## src/rtl/line_buffer_responder_if.sv

```systemverilog
// CPU word-access handshake plus pmem burst port for line_buffer_responder.
// master = requester/memory side, slave = the line buffer responder.
interface line_buffer_responder_if #(
    parameter int BEAT_W = 64
);
    logic              select;
    logic              write;
    logic [31:0]       addr;
    logic [31:0]       wdata;
    logic [3:0]        mbe;
    logic [31:0]       rdata;
    logic              resp;
    logic              pmem_read;
    logic              pmem_write;
    logic [31:0]       pmem_address;
    logic [BEAT_W-1:0] pmem_wdata;
    logic [BEAT_W-1:0] pmem_rdata;
    logic              pmem_resp;

    modport master (
        output select, write, addr, wdata, mbe, pmem_rdata, pmem_resp,
        input  rdata, resp, pmem_read, pmem_write, pmem_address, pmem_wdata
    );

    modport slave (
        input  select, write, addr, wdata, mbe, pmem_rdata, pmem_resp,
        output rdata, resp, pmem_read, pmem_write, pmem_address, pmem_wdata
    );
endinterface

```

## src/rtl/line_buffer_responder.sv

```systemverilog
// Single-line write-back buffer answering CPU word accesses, refilling over pmem bursts.
// Optional hit/miss counters are enabled by defining LB_STATS_EN.
module line_buffer_responder #(
    parameter int BEAT_W     = 64,
    parameter int LINE_BEATS = 4
) (
    input logic clk,
    input logic rst_n,
    line_buffer_responder_if.slave bus
`ifdef LB_STATS_EN
    ,
    output logic [31:0] hit_count,
    output logic [31:0] miss_count
`endif
);
    localparam int LINE_W = BEAT_W * LINE_BEATS;
    localparam int OFF    = $clog2(LINE_W / 8);
    localparam int CNT_W  = $clog2(LINE_BEATS);
    localparam int WORD_W = OFF - 2;
    localparam logic [CNT_W-1:0] LAST_BEAT = CNT_W'(LINE_BEATS - 1);

    typedef enum logic [1:0] {IDLE, WB, FILL, RESP} state_t;

    state_t            state, next_state;
    logic [LINE_W-1:0] line;
    logic [LINE_W-1:0] filled_line;
    logic              valid, dirty;
    logic [31-OFF:0]   tag;
    logic [CNT_W-1:0]  cnt;
    logic              req_write;
    logic [31:2]       req_addr;
    logic [31:0]       req_wdata;
    logic [3:0]        req_mbe;
    logic [31:0]       rdata_q;
    logic              hit;
    logic              accept;
    logic              last_beat;
    logic [WORD_W-1:0] req_word;

    function automatic logic [LINE_W-1:0] merge_word(input logic [LINE_W-1:0] l,
                                                     input logic [WORD_W-1:0] w,
                                                     input logic [31:0] d,
                                                     input logic [3:0] m);
        logic [LINE_W-1:0] r;
        r = l;
        for (int i = 0; i < 4; i++)
            if (m[i]) r[int'(w)*32 + i*8 +: 8] = d[i*8 +: 8];
        return r;
    endfunction

    function automatic logic [31:0] read_word(input logic [LINE_W-1:0] l,
                                              input logic [WORD_W-1:0] w);
        return l[int'(w)*32 +: 32];
    endfunction

    assign hit       = valid && (bus.addr[31:OFF] == tag);
    assign accept    = (state == IDLE) && bus.select;
    assign last_beat = bus.pmem_resp && (cnt == LAST_BEAT);
    assign req_word  = req_addr[OFF-1:2];

    // The final fill beat and the pending access land in the same cycle, so build the completed line here.
    always_comb begin
        filled_line = line;
        filled_line[int'(cnt)*BEAT_W +: BEAT_W] = bus.pmem_rdata;
    end

    always_ff @(posedge clk or negedge rst_n) begin
        if (!rst_n) state <= IDLE;
        else        state <= next_state;
    end

    always_comb begin
        next_state       = state;
        bus.resp         = 1'b0;
        bus.rdata        = rdata_q;
        bus.pmem_read    = 1'b0;
        bus.pmem_write   = 1'b0;
        bus.pmem_address = '0;
        bus.pmem_wdata   = '0;
        case (state)
            IDLE: begin
                if (bus.select) next_state = hit ? RESP : (dirty ? WB : FILL);
            end
            WB: begin
                bus.pmem_write   = 1'b1;
                bus.pmem_address = {tag, {OFF{1'b0}}};
                bus.pmem_wdata   = line[int'(cnt)*BEAT_W +: BEAT_W];
                if (last_beat) next_state = FILL;
            end
            FILL: begin
                bus.pmem_read    = 1'b1;
                bus.pmem_address = {req_addr[31:OFF], {OFF{1'b0}}};
                if (last_beat) next_state = RESP;
            end
            RESP: begin
                bus.resp   = 1'b1;
                next_state = IDLE;
            end
            default: next_state = IDLE;
        endcase
    end

    always_ff @(posedge clk) begin
        if (accept && hit && bus.write)
            line <= merge_word(line, bus.addr[OFF-1:2], bus.wdata, bus.mbe);
        else if (state == FILL && bus.pmem_resp)
            line <= (last_beat && req_write) ? merge_word(filled_line, req_word, req_wdata, req_mbe)
                                             : filled_line;
    end

    always_ff @(posedge clk or negedge rst_n) begin
        if (!rst_n) begin
            valid     <= 1'b0;
            dirty     <= 1'b0;
            tag       <= '0;
            cnt       <= '0;
            req_write <= 1'b0;
            req_addr  <= '0;
            req_wdata <= '0;
            req_mbe   <= '0;
            rdata_q   <= '0;
        end else begin
            if (accept) begin
                req_write <= bus.write;
                req_addr  <= bus.addr[31:2];
                req_wdata <= bus.wdata;
                req_mbe   <= bus.mbe;
                if (hit) begin
                    if (bus.write) dirty   <= 1'b1;
                    else           rdata_q <= read_word(line, bus.addr[OFF-1:2]);
                end
            end
            if ((state == WB || state == FILL) && bus.pmem_resp)
                cnt <= last_beat ? '0 : cnt + 1'b1;
            if (state == WB && last_beat)
                dirty <= 1'b0;
            if (state == FILL && last_beat) begin
                valid <= 1'b1;
                tag   <= req_addr[31:OFF];
                dirty <= req_write;
                if (!req_write) rdata_q <= read_word(filled_line, req_word);
            end
        end
    end

`ifdef LB_STATS_EN
    always_ff @(posedge clk or negedge rst_n) begin
        if (!rst_n) begin
            hit_count  <= '0;
            miss_count <= '0;
        end else if (accept) begin
            if (hit && hit_count != 32'hFFFF_FFFF)        hit_count  <= hit_count + 32'd1;
            else if (!hit && miss_count != 32'hFFFF_FFFF) miss_count <= miss_count + 32'd1;
        end
    end
`endif
endmodule

```

## src/flat_wrapper.sv

```systemverilog
// flat-port wrapper written by rule: the top's interface ports become plain ports
module line_buffer_responder_flat 
#(
    parameter int BEAT_W     = 64,
    parameter int LINE_BEATS = 4
)
  (clk, rst_n, bus_select, bus_write, bus_addr, bus_wdata, bus_mbe, bus_pmem_rdata, bus_pmem_resp, bus_rdata, bus_resp, bus_pmem_read, bus_pmem_write, bus_pmem_address, bus_pmem_wdata);
  line_buffer_responder_if #(.BEAT_W(BEAT_W)) bus_i ();
  input logic clk;
  input logic rst_n;
  input wire logic [$bits(bus_i.select)-1:0] bus_select;
  input wire logic [$bits(bus_i.write)-1:0] bus_write;
  input wire logic [$bits(bus_i.addr)-1:0] bus_addr;
  input wire logic [$bits(bus_i.wdata)-1:0] bus_wdata;
  input wire logic [$bits(bus_i.mbe)-1:0] bus_mbe;
  input wire logic [$bits(bus_i.pmem_rdata)-1:0] bus_pmem_rdata;
  input wire logic [$bits(bus_i.pmem_resp)-1:0] bus_pmem_resp;
  output wire logic [$bits(bus_i.rdata)-1:0] bus_rdata;
  output wire logic [$bits(bus_i.resp)-1:0] bus_resp;
  output wire logic [$bits(bus_i.pmem_read)-1:0] bus_pmem_read;
  output wire logic [$bits(bus_i.pmem_write)-1:0] bus_pmem_write;
  output wire logic [$bits(bus_i.pmem_address)-1:0] bus_pmem_address;
  output wire logic [$bits(bus_i.pmem_wdata)-1:0] bus_pmem_wdata;
  assign bus_i.select = bus_select;
  assign bus_i.write = bus_write;
  assign bus_i.addr = bus_addr;
  assign bus_i.wdata = bus_wdata;
  assign bus_i.mbe = bus_mbe;
  assign bus_i.pmem_rdata = bus_pmem_rdata;
  assign bus_i.pmem_resp = bus_pmem_resp;
  assign bus_rdata = bus_i.rdata;
  assign bus_resp = bus_i.resp;
  assign bus_pmem_read = bus_i.pmem_read;
  assign bus_pmem_write = bus_i.pmem_write;
  assign bus_pmem_address = bus_i.pmem_address;
  assign bus_pmem_wdata = bus_i.pmem_wdata;
  line_buffer_responder #(.BEAT_W(BEAT_W), .LINE_BEATS(LINE_BEATS)) u_core (.clk(clk), .rst_n(rst_n), .bus(bus_i));
endmodule
```

## config.mk

```make
export PLATFORM = sky130hd
export DESIGN_NAME = line_buffer_responder_flat
export DESIGN_NICKNAME = d
export VERILOG_FILES = /design/src/rtl/line_buffer_responder_if.sv /design/src/rtl/line_buffer_responder.sv /design/src/flat_wrapper.sv
export SDC_FILE = /design/constraint.sdc
export NUM_CORES = 1
export LEC_CHECK = 0
export BUFFER_PORTS_ARGS = -buffer_cell sky130_fd_sc_hd__buf_2
export CAP_MARGIN = 20
export CORE_MARGIN = 2
export CORE_UTILIZATION = 45
export DETAILED_ROUTE_END_ITERATION = 8
export PLACE_DENSITY = 0.69
export SYNTH_ARGS = -nofsm -noshare
export SYNTH_HDL_FRONTEND = slang
export SYNTH_SLANG_ARGS = --single-unit
```

## constraint.sdc

```tcl
create_clock -name clk -period 3.87 [get_ports clk]
set_input_delay 0.1935 -clock clk [delete_from_list [all_inputs] [get_ports clk]]
set_output_delay 0.1935 -clock clk [all_outputs]
set_load 0.01 [all_outputs]
```

==> summary by stage <==
Logic synthesis
By area the synthesized netlist is led by sky130_fd_sc_hd__edfxtp_1 25%, sky130_fd_sc_hd__dfrtp_1 11%, sky130_fd_sc_hd__mux4_2 9.5%, sky130_fd_sc_hd__o21ai_0 6.0%, sky130_fd_sc_hd__nand2_1 4.8%. sky130_fd_sc_hd__edfxtp_1 takes more of the synthesized area than any other cell. Of the post-synthesis cell area, the dominant cell type holds 25.3%. Averaged over all synthesized cells, the footprint is 8.89 um2. After synthesis, the share of flip-flops with an asynchronous set or reset is 34.0%.

The number of synthesized register bits is 388. The post-synthesis cell count is 3413. Yosys mapped the design onto 70 distinct sky130hd cell types. The synthesized design contains 256 enable-type register cells. The mapped netlist covers 0.0303 mm2. The warning count from the yosys run is 0.

The sequential area share after synthesis is 36.2%. For this run, the leading register cell type out of synthesis is sky130_fd_sc_hd__edfxtp_1.

Critical path
For the worst flop-to-flop path, the logic depth is 9. The kind of start point of the critical path is a flip-flop. STA classifies the critical path endpoint as a flip-flop. The critical path starts at u_core.cnt[1]$_DFFE_PN0P_. For this run, the slowest stage of the critical path takes 800 ps. Across all register-to-register paths, the minimum setup slack is 280 ps.

Traced cell by cell, the critical path runs through buf_4 -> ha_2 -> inv_1 -> buf_4 -> buf_4 -> a22oi_1 -> o22ai_1 -> a2111oi_0 -> a211oi_1. The worst setup path is of the reg -> reg kind. The worst flop-to-flop path startpoint is u_core.cnt[1]$_DFFE_PN0P_. The endpoint of the most critical register-to-register path is u_core.bus.rdata[27]$_DFF_PN0_. The slowest stage of the critical path is the sky130_fd_sc_hd__ha_2 cell.

The cell repeated most along the worst path is sky130_fd_sc_hd__buf_4. The worst setup path endpoint is u_core.bus.rdata[27]$_DFF_PN0_. For the worst setup path, the data required time is 4320 ps. Of all nets on the critical path, the largest fanout is 29. The worst endpoint data arrival time is 4040 ps.

Power and ir drop
Dividing total power by cell area gives a power density of 714 mW/mm2. Across the VDD grid, the largest voltage drop is 0.000700 V. The total leakage power is 13.2 nW.

Place
Detailed placement ended at an HPWL of 84.2 mm. The congestion estimate from routability-driven global placement came to 0.982. The number of placed instances, taps included is 4355. The count of port buffers added during placement is 260. The pre-CTS setup slack is 447 ps.

Min path
The worst hold path belongs to the class in -> reg. Counting instances, the worst hold path has a depth of 2.

Clock tree
The buffer count from post-CTS setup fixing is 0. The cell at the root of the clock tree is sky130_fd_sc_hd__clkbuf_16. At the later pin of the worst-skew pair, clock insertion delay measures 630 ps. The clock tree from TritonCTS is done. The maximum count of clock buffers along a single path is 3.

Post-CTS repair changed the size of 0 cells. The post-CTS clock slew at the launch and capture registers of the worst setup and hold paths is 60 ps. The sink count of the clock tree is 388. The H-tree was split into 2 levels. The number of buffers created by CTS is 48. In this run, post-CTS hold repair placed 59 buffers.

Final layout
The net count of the finished layout is 3750. Excluding fillers, the count of instances in the completed layout stands at 4509. For this run, the share of the core covered by cells in the final layout is 52.3%. Of the cells placed in the final design, the portion with a size suffix greater than 1 is 21.7%. Relative to the synthesized area, the layout overhead comes to 15.3%.

STA
The final max-slew violation count is 0. The transition time at the pin with the least slew margin is 1230 ps. The final worst setup slack is 278 ps. The post-layout minimum cycle time is 3590 ps. The relative slew slack is 17.9%.

The share of the cycle needed by the critical path after routing is 92.8%. The clock tree skew after final layout is 22.0 ps. The hold violation count in the final report is 0.

The final sum of negative setup slack is 0 ps. Setup repair after global routing left no endpoint under its margin. The top achievable clock speed is 278 MHz. Setup violations remaining at the end of the flow were counted as 0.

Detailed routing
The number of DRC violations after detailed routing is 0. After detailed routing, the average wire length per cell comes to 29.0 um. In the routed layout, each cell is associated on average with a via count of 6.94. In this run, the number of DRC markers left after iteration 0 of detailed routing was 5205. The routed layout has 31291 vias. The number of search-and-repair iterations in the first detailed-routing pass is 7. The detail route stage leaves a number of antenna-violating nets equal to 0.

Wires add up to 131 mm.

Die
The row count is 95. The die is 264 um wide. The overall die area is 0.0695 mm2. The area of the core region is 0.0669 mm2. The initial core utilization is 45.3%. From bottom edge to top edge, the die measures 264 um. The number of ports placed on the die boundary is 268.

Global route
Entering global routing, the biggest net connects 142 pins. The initial antenna violation count is 6. After global routing the overflow that remains totals 0. The via count of the first global-routing pass is 29450.

In the global route stage, overall resource usage came out at 36.4%. The first global-routing pass estimated 190 mm of wire.

Run status
The run finished with clean final reports.

Job
The number of maximum-capacitance constraint violations is 0.
-- synth_stat cells, types with 11 or more instances --
| library cell | count |
|---|---|
| sky130_fd_sc_hd__nor3_1 | 26 |
| sky130_fd_sc_hd__and2_1 | 104 |
| sky130_fd_sc_hd__o21ai_0 | 364 |
| sky130_fd_sc_hd__mux2i_1 | 47 |
| sky130_fd_sc_hd__o31ai_1 | 33 |
| sky130_fd_sc_hd__o21ai_1 | 24 |
| sky130_fd_sc_hd__o211ai_1 | 20 |
| sky130_fd_sc_hd__a2111oi_0 | 26 |
| sky130_fd_sc_hd__a22o_1 | 15 |
| sky130_fd_sc_hd__nand3_1 | 208 |
| sky130_fd_sc_hd__nand3b_1 | 11 |
| sky130_fd_sc_hd__buf_4 | 13 |
| sky130_fd_sc_hd__nand2_1 | 389 |
| sky130_fd_sc_hd__o22ai_1 | 21 |
| sky130_fd_sc_hd__mux2_2 | 96 |
| sky130_fd_sc_hd__buf_1 | 41 |
| sky130_fd_sc_hd__xnor2_1 | 27 |
| sky130_fd_sc_hd__nand2b_1 | 19 |
| sky130_fd_sc_hd__nor2_1 | 181 |
| sky130_fd_sc_hd__inv_1 | 34 |
| sky130_fd_sc_hd__buf_2 | 89 |
| sky130_fd_sc_hd__a31oi_1 | 83 |
| sky130_fd_sc_hd__nor2b_1 | 150 |
| sky130_fd_sc_hd__and3_1 | 19 |
| sky130_fd_sc_hd__a221oi_1 | 35 |
| sky130_fd_sc_hd__a22oi_1 | 145 |
| sky130_fd_sc_hd__a211oi_1 | 40 |
| sky130_fd_sc_hd__ha_1 | 22 |
| sky130_fd_sc_hd__a21oi_1 | 254 |
| sky130_fd_sc_hd__o221ai_1 | 11 |
| sky130_fd_sc_hd__nand4_1 | 17 |
| sky130_fd_sc_hd__dfrtp_1 | 132 |
| sky130_fd_sc_hd__edfxtp_1 | 256 |
| sky130_fd_sc_hd__mux4_2 | 128 |
| sky130_fd_sc_hd__clkbuf_1 | 230 |
-- layer usage --
metal,vias up,GRT usage (%),part of all wire [%]
met2,2908,53.1,42
met4,2,21.6,6.7
met3,647,11.8,16
li1,13191,-,-
met5,-,0,0.0076
met1,14543,47.1,35
-- cells by family (layout without fill, tap and decap cells) --
kind of cell | after synthesis | after routing | share of synthesized area, %
compound gates | 1117 | 1117 | 22.5
xor+xnor | 27 | 27 | 0.779
fa+ha+maj | 22 | 22 | 0.907
buf+inv | 415 | 629 | 5.83
flops | 388 | 388 | 36.2
mux | 279 | 279 | 15.0
other cells | 1 | 10 | 0.0124
simple gates | 1164 | 1164 | 18.7
-- sequential cells by signal (all words and copies together), names as in the netlist --
name / cells
u_core.req_addr: 30
u_core.line: 256
u_core.state: 2
u_core.valid: 1
u_core.dirty: 1
u_core.req_write: 1
u_core.bus.rdata: 32
u_core.req_mbe: 4
u_core.req_wdata: 32
u_core.tag: 27
u_core.cnt: 2
-- how the worst min path moves through the flow --
stage                   from                                to  slack [ps]
2_1_floorplan          rst_n     u_core.bus.rdata[0]$_DFF_PN0_        -100
3_3_place_gp           rst_n        u_core.tag[11]$_DFFE_PN0P_         380
3_5_place_dp           rst_n        u_core.tag[11]$_DFFE_PN0P_         390
4_1_cts        bus_wdata[21]  u_core.req_wdata[21]$_DFFE_PN0P_           3
5_1_grt        bus_wdata[13]  u_core.req_wdata[13]$_DFFE_PN0P_          30
6_report       bus_wdata[17]  u_core.req_wdata[17]$_DFFE_PN0P_          20
-- worst max-delay path, delay by kind of cell, from the launching register on --
kind	cells	cell delay (ps)
compound gates	4	1110
buf+inv	4	1100
fa+ha+maj	1	800
flops	1	400
-- through the flow --
step                      instance area (um2)  total power, mW  hold slack [ps]
after global placement                  32800             19.5              383
after detailed placement                32800             19.7              386
after CTS                               35000             24.4             3.07
after global routing                    35000             25.9             34.2
after floorplan                         30400             15.0             -102
final                                   35000             25.0             15.5
-- layout make-up --
class / count / area [um2]
tap: 873 / 1090
inverter: 35 / 131
fill: 6133 / 31900
multi-input combinational: 2614 / 17700
sequential: 388 / 11000
timing repair buffer: 504 / 3430
clock inverter: 22 / 209
antenna: 5 / 12.5
clock buffer: 68 / 1400
-- power by group --
group	internal [mW]	total, mW	switching [mW]
Sequential	6.02	7.43	1.41
Clock	2.67	4.71	2.04
Combinational	5.06	12.9	7.79
Total	13.8	25.0	11.2
-- layout by cell type, fill, tap and decap left out, types with 24 or more instances in the layout --
cell and instances:
sky130_fd_sc_hd__nand2_1 389, sky130_fd_sc_hd__o21ai_0 364, sky130_fd_sc_hd__buf_2 257, sky130_fd_sc_hd__edfxtp_1 256, sky130_fd_sc_hd__a21oi_1 254, sky130_fd_sc_hd__nand3_1 207
sky130_fd_sc_hd__buf_4 176, sky130_fd_sc_hd__nor2_1 175, sky130_fd_sc_hd__nor2b_1 149, sky130_fd_sc_hd__a22oi_1 145, sky130_fd_sc_hd__dfrtp_1 129, sky130_fd_sc_hd__mux4_2 128
sky130_fd_sc_hd__and2_1 99, sky130_fd_sc_hd__mux2_2 96, sky130_fd_sc_hd__a31oi_1 83, sky130_fd_sc_hd__dlygate4sd3_1 59, sky130_fd_sc_hd__clkbuf_16 51, sky130_fd_sc_hd__mux2i_1 47
sky130_fd_sc_hd__a211oi_1 40, sky130_fd_sc_hd__a221oi_1 35, sky130_fd_sc_hd__o31ai_1 33, sky130_fd_sc_hd__inv_1 32, sky130_fd_sc_hd__xnor2_1 27, sky130_fd_sc_hd__a2111oi_0 26
sky130_fd_sc_hd__nor3_1 25, sky130_fd_sc_hd__o21ai_1 24
Power figures use the tool's default switching activity.
